## src/rtl/param_reg_pkg.sv

```systemverilog
// Shared defaults and parameter sanity helper for the param_reg pipeline.
// The optional change counter is enabled by PARAM_REG_CHG_CNT_EN.
package param_reg_pkg;

  localparam int DEF_W     = 8;
  localparam int DEF_DEPTH = 1;
  localparam int MAX_DEPTH = 16;
  localparam int CNT_W     = 16;

  function automatic bit params_ok(input int w, input int depth);
    return (w >= 1) && (depth >= 1) && (depth <= MAX_DEPTH);
  endfunction

endpackage

```

## src/rtl/param_reg_stage.sv

```systemverilog
// Single W-bit pipeline flop with asynchronous active-high reset to RST_VAL.
// Macro PARAM_REG_CHG_CNT_EN has no effect on this file.
module param_reg_stage #(
  parameter int             W       = 8,
  parameter logic [W-1:0]   RST_VAL = '0
) (
  input  logic         clk,
  input  logic         resetn,
  input  logic [W-1:0] d,
  output logic [W-1:0] q
);

  // resetn is asserted high despite its name
  always_ff @(posedge clk or posedge resetn) begin
    if (resetn) q <= RST_VAL;
    else        q <= d;
  end

endmodule

```

## src/rtl/param_reg.sv

```systemverilog
// DEPTH-stage register pipeline with valid tracking and d_out parity.
// Define PARAM_REG_CHG_CNT_EN to add the saturating chg_cnt output.
module param_reg
  import param_reg_pkg::*;
#(
  parameter int           W       = DEF_W,
  parameter int           DEPTH   = DEF_DEPTH,
  parameter logic [W-1:0] RST_VAL = '0
) (
  input  logic             clk,
  input  logic             resetn,
  input  logic [W-1:0]     d_in,
  output logic [W-1:0]     d_out,
  output logic             vld,
  output logic             par
`ifdef PARAM_REG_CHG_CNT_EN
  ,
  output logic [CNT_W-1:0] chg_cnt
`endif
);

  if (!params_ok(W, DEPTH)) begin : g_bad_param
    $error("param_reg: illegal parameters W=%0d DEPTH=%0d", W, DEPTH);
  end

  logic [W-1:0]     stg_d [DEPTH];
  logic [W-1:0]     stg_q [DEPTH];
  logic [DEPTH-1:0] vld_sr;

  for (genvar k = 0; k < DEPTH; k++) begin : g_stage
    if (k == 0) begin : g_first
      assign stg_d[k] = d_in;
    end else begin : g_chain
      assign stg_d[k] = stg_q[k-1];
    end

    param_reg_stage #(
      .W       (W),
      .RST_VAL (RST_VAL)
    ) u_stage (
      .clk    (clk),
      .resetn (resetn),
      .d      (stg_d[k]),
      .q      (stg_q[k])
    );
  end

  // Ones shift in from reset release; the top bit marks real data at d_out
  always_ff @(posedge clk or posedge resetn) begin
    if (resetn) vld_sr <= '0;
    else        vld_sr <= (vld_sr << 1) | DEPTH'(1);
  end

  assign d_out = stg_q[DEPTH-1];
  assign vld   = vld_sr[DEPTH-1];
  assign par   = ^d_out;

`ifdef PARAM_REG_CHG_CNT_EN
  // A change is counted on the edge that loads a different value into d_out
  always_ff @(posedge clk or posedge resetn) begin
    if (resetn) begin
      chg_cnt <= '0;
    end else if ((stg_d[DEPTH-1] != stg_q[DEPTH-1]) && (chg_cnt != '1)) begin
      chg_cnt <= chg_cnt + CNT_W'(1);
    end
  end
`endif

endmodule

```

## config.mk

```make
export PLATFORM = sky130hd
export DESIGN_NAME = param_reg
export DESIGN_NICKNAME = d
export VERILOG_FILES = /design/src/rtl/param_reg_pkg.sv /design/src/rtl/param_reg_stage.sv /design/src/rtl/param_reg.sv
export SDC_FILE = /design/constraint.sdc
export NUM_CORES = 1
export LEC_CHECK = 0
export BUFFER_PORTS_ARGS = -buffer_cell sky130_fd_sc_hd__buf_4
export CAP_MARGIN = 20
export CELL_PAD_IN_SITES_DETAIL_PLACEMENT = 0
export CELL_PAD_IN_SITES_GLOBAL_PLACEMENT = 1
export CORE_AREA = 2 2 39 41
export CTS_CLUSTER_SIZE = 12
export DETAILED_ROUTE_END_ITERATION = 8
export DIE_AREA = 0 0 41 43
export PLACE_DENSITY_LB_ADDON = 0.1
export SLEW_MARGIN = 5
export SYNTH_ARGS = -nofsm -noshare
export SYNTH_HDL_FRONTEND = slang
export SYNTH_HIERARCHICAL = 1
export SYNTH_SLANG_ARGS = --single-unit
```

## constraint.sdc

```tcl
create_clock -name clk -period 1.2 [get_ports clk]
set_clock_uncertainty 0.2 [all_clocks]
set_input_delay 0.24 -clock clk [delete_from_list [all_inputs] [get_ports clk]]
set_output_delay 0.24 -clock clk [all_outputs]
set_load 0.02 [all_outputs]
```

Word level (Yosys, flattened, before mapping) --
Cells that the tools add are included.
Cells by class: reductions and logical operators 1
Operators with widths (count):
- parity 8 bit | 1
Word-level totals: bits in registers 9, input bits 10, output and inout port bits 10, word-level logic and storage cells 3

Logic depth before layout (Yosys ltp) --
word-level depth 1, mapped depth 3, mapped depth without buffers 3

Modules after synthesis --
Netlist, hierarchy kept.
By module, submodules not included:
- param_reg_stage | times used 1, cells each 9, area each 203.9 µm²
- param_reg | times used 1, cells each 10, area each 93.8 µm²

Worst setup path before layout --
Ideal clock, no wire load.
path type reg2out, from reg g_stage[0].u_stage.q[3], to out par, arrival 1.181 ns, required time 0.760 ns, path slack -0.421 ns, cell stages (with the launch flop) 4, cell sequence dfrtp_1 xor2_1 xnor2_1 xnor2_1
Between the ends: cells in the longest elaborated chain, start to end 1
RTL lines:
- start, declared | RTL line param_reg_stage.sv:10 | output logic [W-1:0] q
- start signal, assigned | RTL line param_reg_stage.sv:15 | if (resetn) q <= RST_VAL;
- start signal, assigned | RTL line param_reg_stage.sv:16 | else q <= d;
- parity 8 bit | RTL line param_reg.sv:56 | assign par = ^d_out;
- end, declared | RTL line param_reg.sv:15 | output logic par
No other way between the ends.

Worst setup path in the final report --
from reg g_stage[0].u_stage.q[7], to out par
The elaborated chain is that of the path after synthesis.

==> report_table.html <==
<table>
<tr><th>Metric</th><th>Value</th></tr>
<tr><th colspan="2">Drt</th></tr>
<tr><td>DR vias</td><td>258</td></tr>
<tr><td>Drc violations</td><td>0</td></tr>
<tr><td>Final ANT Viol Nets</td><td>0</td></tr>
<tr><td>Via-to-Cell Ratio</td><td>3.74</td></tr>
<tr><td>Post-Route WL</td><td>679 um</td></tr>
<tr><td>Detailed router's first-iteration violation count</td><td>1</td></tr>
<tr><td>Number of detailed-routing iterations run before antenna repair</td><td>2</td></tr>
<tr><td>Drt wl/cell</td><td>9.84 um</td></tr>
<tr><th colspan="2">Cells and area</th></tr>
<tr><td>Ratio of cells with drive above 1 in the final layout</td><td>69.8%</td></tr>
<tr><td>Syn-to-layout area delta</td><td>132%</td></tr>
<tr><td>Filler cell count in the final layout</td><td>129</td></tr>
<tr><td>Sequential cell area</td><td>233 um2</td></tr>
<tr><td>Antenna cells</td><td>0</td></tr>
<tr><td>Commonest cells after routing, fill and taps aside</td><td>sky130_fd_sc_hd__buf_4, sky130_fd_sc_hd__buf_6, sky130_fd_sc_hd__dlygate4sd3_1, sky130_fd_sc_hd__xnor2_2, sky130_fd_sc_hd__dfrtp_2</td></tr>
<tr><td>Commonest non-fill, non-tap cell in the layout</td><td>sky130_fd_sc_hd__buf_4</td></tr>
<tr><td>Count of placed standard cells in the final layout, fillers left out</td><td>69</td></tr>
<tr><td>Post-layout nets</td><td>64</td></tr>
<tr><td>Area of combinational cells with multiple inputs</td><td>118 um2</td></tr>
<tr><th colspan="2">Floorplan</th></tr>
<tr><td>Die H</td><td>43 um</td></tr>
<tr><td>Number of rows in the core area</td><td>14</td></tr>
<tr><td>X dimension of the die</td><td>41 um</td></tr>
<tr><td>Starting density of the core</td><td>21.5%</td></tr>
<tr><td>Number of ports placed on the die boundary</td><td>20</td></tr>
<tr><td>Die ar.</td><td>1760 um2</td></tr>
<tr><td>Area of the core</td><td>1380 um2</td></tr>
<tr><th colspan="2">Timing</th></tr>
<tr><td>Finish-stage setup viols</td><td>9</td></tr>
<tr><td>Tightest hold margin</td><td>187 ps</td></tr>
<tr><td>Sum Neg Setup Slack</td><td>-1270 ps</td></tr>
<tr><td>Unrepaired setup endpoints after global routing</td><td>true</td></tr>
<tr><td>Number of hold violations in the final report</td><td>0</td></tr>
<tr><td>Final worst-path cycle share</td><td>148%</td></tr>
<tr><td>Final number of max-transition violations</td><td>0</td></tr>
<tr><td>Maximum clock frequency</td><td>565 MHz</td></tr>
<tr><td>Crit path time final</td><td>1770 ps</td></tr>
<tr><td>Final setup slack of the worst path</td><td>-571 ps</td></tr>
<tr><th colspan="2">Clock tree</th></tr>
<tr><td>Number of clock buffers inserted by TritonCTS</td><td>3</td></tr>
<tr><td># H-tree levels</td><td>1</td></tr>
<tr><td>Clock transition at the register clock pins on the worst setup and hold paths after CTS</td><td>60 ps</td></tr>
<tr><td>Clock buffer depth</td><td>2</td></tr>
<tr><td>Clock Root Buffer</td><td>sky130_fd_sc_hd__clkbuf_4</td></tr>
<tr><td>TritonCTS clock tree</td><td>done</td></tr>
<tr><td>Clock sink count</td><td>9</td></tr>
<tr><th colspan="2">Logic synthesis</th></tr>
<tr><td>Distinct cell type count of the synthesized netlist</td><td>5</td></tr>
<tr><td>Yosys warning count</td><td>6</td></tr>
<tr><td>Synth Area per Inst</td><td>15.7 um2</td></tr>
<tr><td>Sequential element share of the synthesized area</td><td>75.6%</td></tr>
<tr><td>Post-synthesis register bit count</td><td>9</td></tr>
<tr><td>Syn Nets</td><td>29</td></tr>
<tr><td>Post-synthesis instance area</td><td>298 um2</td></tr>
<tr><td>Number of standard cells after synthesis</td><td>19</td></tr>
<tr><th colspan="2">Worst setup path</th></tr>
<tr><td>Maximum cell stage delay along the critical path</td><td>420 ps</td></tr>
<tr><td>Startpoint-to-endpoint class of the critical path</td><td>reg2out</td></tr>
<tr><td>Worst-path maximum fanout</td><td>2</td></tr>
<tr><td>Critical-path cell with the highest stage delay</td><td>sky130_fd_sc_hd__dfrtp_1</td></tr>
<tr><td>Setup crit start kind</td><td>flip-flop</td></tr>
<tr><td>Cell-by-cell trace of the critical path</td><td>xnor2_2 &gt; xnor2_2 &gt; xnor2_2 &gt; buf_4</td></tr>
<tr><td>Data required time of the critical path</td><td>760 ps</td></tr>
<tr><td>Endpoint class of the critical path</td><td>output pin</td></tr>
<tr><td>Launching element of the worst setup path</td><td>g_stage[0].u_stage/q[7]$_DFF_PP0_</td></tr>
<tr><td>Most prevalent standard cell on the critical path</td><td>sky130_fd_sc_hd__xnor2_2</td></tr>
<tr><td>Data arrival at the endpoint of the critical path</td><td>1330 ps</td></tr>
<tr><th colspan="2">GRT</th></tr>
<tr><td>Number of global-route vias before repair</td><td>262</td></tr>
<tr><td>Number of antenna violations at the first check in global routing</td><td>0</td></tr>
<tr><td>Gr ovfl total</td><td>0</td></tr>
<tr><td>Maximum number of pins on one net before global-route repair</td><td>9</td></tr>
<tr><td>Wire length of the first global-routing pass</td><td>1010 um</td></tr>
<tr><td>Total track usage</td><td>9.37%</td></tr>
<tr><th colspan="2">Pwr</th></tr>
<tr><td>Cell area power density</td><td>1150 nW/um2</td></tr>
<tr><td>Static Leak</td><td>0.331 nW</td></tr>
<tr><td>Overall power of the completed layout</td><td>0.793 mW</td></tr>
<tr><td>VDD IR-drop max</td><td>0.000542 V</td></tr>
<tr><th colspan="2">Placed design</th></tr>
<tr><td>Buffers on Ports</td><td>19</td></tr>
<tr><td>Count of placed standard cells including taps</td><td>54</td></tr>
<tr><td>Routability-driven placement congestion ratio</td><td>0.546</td></tr>
<tr><td>DP Wirelength</td><td>441 um</td></tr>
<tr><th colspan="2">Run status</th></tr>
<tr><td>Violated checks</td><td>negative setup slack</td></tr>
<tr><td>Status</td><td>finished, violations left</td></tr>
<tr><th colspan="2">Min path</th></tr>
<tr><td>Worst Hold Class</td><td>in2async</td></tr>
<tr><th colspan="2">Job</th></tr>
<tr><td>Number of max-cap violations</td><td>0</td></tr>
</table>
==> power breakdown <==
group          switching, mW  internal (mW)
logic                 0.0882          0.136
registers             0.0171          0.321
clock network          0.103          0.128
==> per-stage QoR <==
stage	utilization [%]	worst slack (ps)	cell area, um2
detailed placement	34.9	-325	483
global placement	34.9	-322	483
global route	49.8	-660	689
floorplan	-	-280	320
CTS	44.7	-614	618
finish	49.8	-571	689
==> critical path, delay by kind of cell, from the launching register on <==
family | cells | cell delay [ps]
XOR/XNOR | 3 | 500
buffers and inverters | 1 | 150
flip-flops | 1 | 420
==> per-layer routing <==
metal  share of wire, %  vias to the layer above  GRT usage [%]
met1                 29                      131           7.07
met2                 67                        7           16.6
li1                   -                      120              -
met4                  0                        0           8.00
met5                  0                        -              0
met3                4.6                        0           3.14
==> registers in the layout, indices dropped and copies added, names as in the netlist <==
register,count
g_stage.u_stage/q,8
vld,1
==> what timing repair did <==
item,in CTS,in global routing
hold endpoints to repair,17,0
hold buffers,9,0
endpoints found under the setup margin,10,10
resized for setup,5,10
gates cloned,0,0
buffers inserted,0,2
==> kinds of logic (layout without fill, tap and decap cells) <==
group / after synthesis / in the layout / share of synthesized area, %
other cells: 1 / 1 / 1.26
flops: 9 / 9 / 75.6
buf+inv: 2 / 36 / 2.52
xor+xnor: 7 / 7 / 20.6
==> path summary, 6_finish.rpt <==
kind                                                      to  slack [ps]  depth (start not counted)
min in group clk           g_stage[0].u_stage/q[7]$_DFF_PP0_         430                          2
hold / removal                                 vld$_DFF_PP0_         190                          3
max in group asynchronous  g_stage[0].u_stage/q[1]$_DFF_PP0_         260                          3
setup / recovery                                         par        -570                          4
==> cells in the mapped netlist <==
master | number | area, um2
sky130_fd_sc_hd__conb_1 | 1 | 3.75
sky130_fd_sc_hd__inv_1 | 2 | 7.51
sky130_fd_sc_hd__xor2_1 | 1 | 8.76
sky130_fd_sc_hd__dfrtp_1 | 9 | 225
sky130_fd_sc_hd__xnor2_1 | 6 | 52.6
==> layout make-up <==
type,count,share of cell area [%]
Clock buffer,4,3.81
Sequential cell,9,33.8
Inverter,2,1.09
Multi-Input combinational cell,8,17.1
Tap cell,16,2.90
Timing Repair Buffer,30,41.4
No activity file was read; power rests on OpenSTA's default activity.
